==> config.mk <==
export PLATFORM = sky130hd
export DESIGN_NAME = word_store_unit
export DESIGN_NICKNAME = d
export VERILOG_FILES = /design/src/rtl/word_store_unit_pkg.sv /design/src/rtl/word_store_unit.sv
export SDC_FILE = /design/constraint.sdc
export NUM_CORES = 1
export LEC_CHECK = 0
export CORE_MARGIN = 5
export CORE_UTILIZATION = 42
export DETAILED_ROUTE_END_ITERATION = 12
export PLACE_DENSITY = 0.76
export SLEW_MARGIN = 0
export SYNTH_ARGS = -nofsm -noshare
export SYNTH_HDL_FRONTEND = slang
export SYNTH_SLANG_ARGS = --single-unit
export TNS_END_PERCENT = 10
==> constraint.sdc <==
create_clock -name Clock -period 1.65 [get_ports Clock]
set_clock_uncertainty 0.2 [all_clocks]
set_input_delay 0.2475 -clock Clock [delete_from_list [all_inputs] [get_ports Clock]]
set_output_delay 0.2475 -clock Clock [all_outputs]
set_load 0.02 [all_outputs]
==> src/rtl/word_store_unit_pkg.sv <==
// Shared definitions for the word store unit: FSM encoding and default address width.
package word_store_unit_pkg;

    localparam int ADDR_W_DEF = 8;

    typedef enum logic [1:0] {
        IDLE  = 2'd0,
        WR_LO = 2'd1,
        WR_HI = 2'd2
    } ws_state_e;

endpackage

==> src/rtl/word_store_unit.sv <==
// Splits a 16-bit store request into two byte writes (low byte first) on an 8-bit memory port.
//
// state | meaning
// IDLE  | ready for a request, memory port quiet
// WR_LO | low byte presented at captured address, waiting for MemAck
// WR_HI | high byte presented at captured address + 1, waiting for MemAck
module word_store_unit
    import word_store_unit_pkg::*;
#(
    parameter int ADDR_W = ADDR_W_DEF
) (
    input  logic              Clock,
    input  logic              ResetN,
    input  logic              ReqValid,
    output logic              ReqReady,
    input  logic [ADDR_W-1:0] ReqAddr,
    input  logic [15:0]       ReqData,
    output logic              MemWE,
    output logic [ADDR_W-1:0] MemAddr,
    output logic [7:0]        MemData,
    input  logic              MemAck,
    output logic              Busy,
    output logic              Done
);

    ws_state_e         state;
    logic [ADDR_W-1:0] addr_q;
    logic [15:0]       data_q;

    // All outputs are registered alongside the state so they change only with it.
    always_ff @(posedge Clock or negedge ResetN) begin
        if (!ResetN) begin
            state    <= IDLE;
            addr_q   <= '0;
            data_q   <= '0;
            MemWE    <= 1'b0;
            MemAddr  <= '0;
            MemData  <= '0;
            Busy     <= 1'b0;
            Done     <= 1'b0;
            ReqReady <= 1'b1;
        end else begin
            Done <= 1'b0;
            case (state)
                IDLE: begin
                    if (ReqValid) begin
                        state    <= WR_LO;
                        addr_q   <= ReqAddr;
                        data_q   <= ReqData;
                        MemWE    <= 1'b1;
                        MemAddr  <= ReqAddr;
                        MemData  <= ReqData[7:0];
                        Busy     <= 1'b1;
                        ReqReady <= 1'b0;
                    end
                end
                WR_LO: begin
                    if (MemAck) begin
                        state   <= WR_HI;
                        // Address wraps silently at the top of the space.
                        MemAddr <= addr_q + ADDR_W'(1);
                        MemData <= data_q[15:8];
                    end
                end
                WR_HI: begin
                    if (MemAck) begin
                        state    <= IDLE;
                        MemWE    <= 1'b0;
                        MemAddr  <= '0;
                        MemData  <= '0;
                        Busy     <= 1'b0;
                        Done     <= 1'b1;
                        ReqReady <= 1'b1;
                    end
                end
                default: begin
                    state    <= IDLE;
                    MemWE    <= 1'b0;
                    MemAddr  <= '0;
                    MemData  <= '0;
                    Busy     <= 1'b0;
                    ReqReady <= 1'b1;
                end
            endcase
        end
    end

endmodule

==> results of run 1 <==
==> final timing paths <==
check / end / slack, ns / depth (start not counted)
setup / recovery: MemData[0] / 0.02 / 4
hold / removal: data_q[14] / 0.23 / 2
setup reg to reg: MemData[0] / 0.02 / 4
hold reg to reg: data_q[12] / 0.28 / 2
max in group asynchronous: state[0] / 0.51 / 3
min in group Clock: data_q[14] / 0.28 / 3
==> area by class of cell <==
class	instances	area, um2	area share
tap	50	62.6	0.0251
clock buffer	8	80.1	0.0321
sequential	37	930	0.372
multi-input combinational	126	713	0.286
timing repair buffer	76	682	0.273
inverter	8	30.0	0.0120
==> layer usage <==
metal | global-route usage | vias up | share of wire
li1 | - | 751 | -
met5 | 0 | - | 0
met1 | 0.228 | 741 | 0.42
met2 | 0.273 | 39 | 0.50
met3 | 0.0479 | 8 | 0.059
met4 | 0.0724 | 0 | 0.022
==> stage by stage <==
| stage | instance area, um2 | setup slack [ns] | hold slack [ns] |
|---|---|---|---|
| 4_1_cts | 2450 | 0.00379 | 0.255 |
| 3_3_place_gp | 2380 | -0.232 | 0.0184 |
| 6_report | 2500 | 0.0168 | 0.229 |
| 3_5_place_dp | 2380 | -0.266 | 0.0274 |
| 5_1_grt | 2500 | -0.0519 | 0.288 |
| 2_1_floorplan | 1710 | 0.0142 | -0.248 |
==> layout by cell type (no fill, tap or decap), types with 2 or more instances in the layout <==
cell type	instances
buf_4	25
a222oi_1	6
nand2_1	63
clkbuf_1	3
inv_1	8
o21ai_0	7
xnor2_1	4
nand2b_1	3
and2_4	3
o211ai_1	4
dfrtp_1	34
nor2_1	10
clkbuf_8	5
clkdlybuf4s50_1	26
dlygate4sd2_1	19
buf_6	2
a221o_1	2
nand3_1	3
a21oi_1	2
dfrtp_2	2
==> repair_timing <==
item | in CTS | in global routing
setup buffers | 0 | 2
setup endpoints to repair | 45 | 15
hold buffers | 1 | 0
hold endpoints to repair | 18 | 0
resized for setup | 22 | 11
pin swaps | 2 | 9
gates cloned | 0 | 1
==> power groups by stage <==
stage / clock network, W / logic, W / registers (W)
6_report: 0.000607 / 0.00228 / 0.00165
5_1_grt: 0.000662 / 0.00249 / 0.00170
4_1_cts: 0.000617 / 0.00217 / 0.00163
3_5_place_dp: 0 / 0.00229 / 0.00165
3_3_place_gp: 0 / 0.00224 / 0.00164
2_1_floorplan: 0 / 0.00109 / 0.00183
==> flip-flops by register name, indices dropped and copies added (netlist names) <==
signal / count
Busy: 1
ReqReady: 1
MemData: 8
Done: 1
MemAddr: 8
addr_q: 8
state: 2
data_q: 8
==> cells by family (layout without fill, tap and decap cells) <==
kind of cell / count (synthesis) / count (layout) / synth area share
AND/OR/NAND/NOR: 90 / 91 / 0.231
multiplexers: 2 / 2 / 0.0124
adder cells (fa/ha/maj): 1 / 1 / 0.00730
AO/OA/AOI/OAI: 28 / 28 / 0.128
flip-flops: 37 / 37 / 0.541
buffers and inverters: 17 / 92 / 0.0599
XOR/XNOR: 4 / 4 / 0.0205
==> metrics.cfg, run 1 <==
[status]
status = finished clean

[layout]
stdcell_count = 305
final_util = 0.629
antenna_cells = 0
area_growth_pct = 45.8
nets = 283
fill_cells = 337
layout-drive-gt1-share = 0.184

[sta]
drv_slew = 0
fin_crit_sh = 0.990
final.min_clock_period_ns = 1.63
tightest_slew_ns = 0.463
setup_viol = 0
relSlewSlack = 0.692
fmax_ghz = 0.612
hold_viol = 0
tns_ns = 0
rsz0062_at_grt = yes

[clock_network]
clock_sinks = 37
clkTransAtPathRegs_ns = 0.07
clkLatencyLatePin_ns = 0.29
cts-root-buf = clkbuf_8
cts_inserted_buffers = 5
htreeDepth = 2
cts_buffer_depth = 2
cts_tree = built

[yosys]
ys_seq_elements = 37
synth_top_area_frac = 0.526
syn-instance-count = 179
ys_dominant_reg_cell = dfrtp_1
syn_area_per_cell_um2 = 9.57
synth_edf_count = 0
seq_area_frac_synth = 0.541
synthArstFlopShare = 1.00
synth_area_leader_cell = dfrtp_1
yosys-top-cells-area = dfrtp_1, nand2_1, a222oi_1, buf_6, nor2_1
yosys-top-cells-count = nand2_1, dfrtp_1, nor2_1
yosysMostFrequentCell = nand2_1
syn_nets = 208
yosys.cell_types.count = 36
synth_warnings = 0
syn_area_mm2 = 0.00171

[routing]
vias = 1539
drtIter0Drc = 78
viasPerCell = 5.05
avgRoutedWirePerCell_um = 14.6
dr.pass1.iters = 4
ant_nets = 0
routed_wl_um = 4460
post-route-drc-count = 0

[power_and_ir_drop]
sequentialPowerShare = 0.363
switching_share = 0.397
power.total_w = 0.00453
p_leak_nw = 1.25
powerDensity_mw_per_mm2 = 1810
power.switching_w = 0.00180
internal_power_w = 0.00273
power_frac_clock = 0.134
combPwrFrac = 0.502
ir_drop_uv = 827

[grt]
grt_pass1_wl_um = 7100
antenna_found_initial = 0
grt_max_degree = 22
grt_pass1_vias = 1514
grt_overflow_total = 0
track_usage = 0.175

[critical_path]
r2r-start = state[0]
arrival_ns = 1.61
crit_buf_inv = 0
required_ns = 1.63
crit_fanout = 5
cp_cell_sequence = mux2_4 -> o21ai_4 -> nor2_1 -> a221o_1
crit_path_max_incr_delay_ns = 0.45
worst_setup_path_start_kind = flop
worstSetupStartpoint = state[0]
cpMaxStageDelayCell = dfrtp_2
critical_path_class = reg -> reg
critPathTopFamily = compound AO/OA/AOI/OAI gates
cp-end-kind = flop

[floorplan]
fp.dieH_um = 73.9
dieArea_mm2 = 0.00546
io_pins = 48
die_x_um = 73.9
start_util = 0.431
core_area_mm2 = 0.00397
num_rows = 23

[placement]
hpwl_um = 3240
numPortBuffers = 47
routabilityCongestion = 0.811
place_inst = 293

[min_path]
holdCritPathClass = in -> async

[run]
drv_cap = 0

Power figures use the tool's default switching activity.
==> run 2: changes to the inputs <==
Clock period 1.65 ns to 1.35 ns, I/O delays scaled along.
==> metrics.cfg, run 2 (synthesized netlist as in run 1, its figures left out) <==
[grt]
grt_overflow_total = 0  ; unchanged
grt_pass1_vias = 1621  ; was 1514
grt_max_degree = 19  ; was 22
antenna_found_initial = 0  ; unchanged
grt_pass1_wl_um = 7320  ; was 7100 um
track_usage = 0.177  ; was 0.175

[sta]
tightest_slew_ns = 0.309  ; was 0.463 ns
hold_viol = 0  ; unchanged
setup_viol = 32  ; was 0
relSlewSlack = 0.793  ; was 0.692
fmax_ghz = 0.596  ; was 0.612 GHz
fin_crit_sh = 1.24  ; was 0.990
final.min_clock_period_ns = 1.68  ; was 1.63 ns
rsz0062_at_grt = yes  ; unchanged
setup_ws_ns = -0.327  ; was 0.0168 ns
hold_slack_ns = 0.123  ; was 0.229 ns
drv_slew = 0  ; unchanged

[routing]
routed.top_layer = met4  ; unchanged
vias = 1626  ; was 1539
drtIter0Drc = 133  ; was 78
avgRoutedWirePerCell_um = 14.8  ; was 14.6 um
dr.pass1.iters = 6  ; was 4
dr_wl_met2_um = 2390  ; was 2210 um
drt-met1-wl_um = 2040  ; was 1890 um
viasPerCell = 5.10  ; was 5.05
ant_nets = 0  ; unchanged
post-route-drc-count = 0  ; unchanged
dr_wl_met3_um = 205  ; was 265 um
routed_wl_um = 4710  ; was 4460 um

[power_and_ir_drop]
p_leak_nw = 1.34  ; was 1.25 nW
power.total_w = 0.00639  ; was 0.00453 W
ir_drop_uv = 1060  ; was 827 uV
powerDensity_mw_per_mm2 = 2390  ; was 1810 mW/mm2

[clock_network]
clkTransAtPathRegs_ns = 0.07  ; about the same
cts_inserted_buffers = 5  ; unchanged
cts_buffer_depth = 2  ; unchanged
cts_tree = built  ; unchanged
clock_sinks = 37  ; unchanged
htreeDepth = 2  ; unchanged
cts-root-buf = clkbuf_8  ; unchanged
clkLatencyLatePin_ns = 0.29  ; about the same

[run]
drv_cap = 0  ; unchanged

[critical_path]
critPathTopFamily = compound AO/OA/AOI/OAI gates  ; unchanged
critical_path_class = reg -> reg  ; unchanged
cp_cell_sequence = mux2_4 -> o21ai_4 -> nor2_1 -> a221o_1  ; unchanged
crit_buf_inv = 0  ; unchanged
arrival_ns = 1.65  ; was 1.61 ns
r2r-start = state[0]  ; unchanged
rr_worst_depth = 4  ; unchanged
crit_fanout = 7  ; was 5
cp-end-kind = flop  ; unchanged
required_ns = 1.33  ; was 1.63 ns
worst_setup_path_start_kind = flop  ; unchanged
reg2reg_to = MemData[7]  ; was MemData[0]
worstSetupStartpoint = state[0]  ; unchanged
ff2ff_setup_slack_ns = -0.33  ; was 0.02 ns
setup.worst_path.end = MemData[7]  ; was MemData[0]
cp.depth = 4  ; unchanged
crit_path_max_incr_delay_ns = 0.42  ; was 0.45 ns
cpMaxStageDelayCell = dfrtp_1  ; was dfrtp_2

[floorplan]
fp.dieH_um = 73.9  ; unchanged
core_area_mm2 = 0.00397  ; unchanged
dieArea_mm2 = 0.00546  ; unchanged
start_util = 0.431  ; unchanged
die_x_um = 73.9  ; unchanged
num_rows = 23  ; unchanged
io_pins = 48  ; unchanged

[status]
status = complete, but fails checks  ; was finished clean
failed_checks = negative setup slack

[layout]
fin_area_mm2 = 0.00268  ; was 0.00250 mm2
multi_input_area_um2 = 751  ; was 713 um2
antenna_cells = 0  ; unchanged
layout-drive-gt1-share = 0.349  ; was 0.184
stdcell_count = 319  ; was 305
final_util = 0.674  ; was 0.629
fill_cells = 316  ; was 337
layout_commonest_cell = nand2_1  ; unchanged
mostFrequentLayoutCells = nand2_1, dfrtp_1, buf_4  ; was nand2_1, dfrtp_1, clkdlybuf4s50_1
register_area_um2 = 927  ; was 930 um2
area_growth_pct = 56.2  ; was 45.8%
nets = 297  ; was 283

[placement]
routabilityCongestion = 0.823  ; was 0.811
numPortBuffers = 47  ; unchanged
hpwl_um = 3280  ; was 3240 um
placed_area_mm2 = 0.00248  ; was 0.00238 mm2
place_inst = 304  ; was 293

[min_path]
holdCritPathClass = in -> async  ; unchanged

-- run 2: cell type report --
cell class	instances	area share
well taps	50	0.0234
multi-input cells	125	0.281
repair buffers	91	0.288
clock inverters	3	0.0243
clock buffers	5	0.0257
inverters	8	0.0112
flip-flops and latches	37	0.347
-- run 2: metal layers --
layer	global-route usage	vias to the layer above
met3	0.0315	7
met5	0	-
met2	0.292	36
li1	-	781
met4	0.0744	0
met1	0.226	802
-- run 2: power by group --
group,internal (W),switching [W]
Sequential,0.00163,0.000310
Clock,0.000734,0.000399
Combinational,0.00162,0.00170
Total,0.00398,0.00241
-- run 2: worst min-delay path by stage --
stage,start,end,slack (ns),depth (start not counted)
finish,ResetN,addr_q[6],0.12,2
CTS,ResetN,addr_q[6],0.13,2
global placement,ResetN,state[1],-0.10,1
floorplan,ResetN,Busy,-0.29,0
global route,ResetN,addr_q[6],0.15,2
detailed placement,ResetN,state[0],-0.1,1
-- run 2: per-stage QoR --
| stage | setup slack [ns] | TNS (ns) |
|---|---|---|
| 2_1_floorplan | -0.257 | -5.16 |
| 3_3_place_gp | -0.529 | -11.43 |
| 3_5_place_dp | -0.577 | -12.20 |
| 4_1_cts | -0.292 | -7.15 |
| 5_1_grt | -0.372 | -7.19 |
| 6_report | -0.327 | -5.33 |
-- run 2: repair_timing --
item | 4_1_cts | 5_1_grt
hold buffers | 1 | 0
buffers inserted | 0 | 5
gates cloned | 1 | 0
pin swaps | 7 | 4
hold endpoints to repair | 37 | 0
setup endpoints to repair | 53 | 48
gates resized for setup | 80 | 27
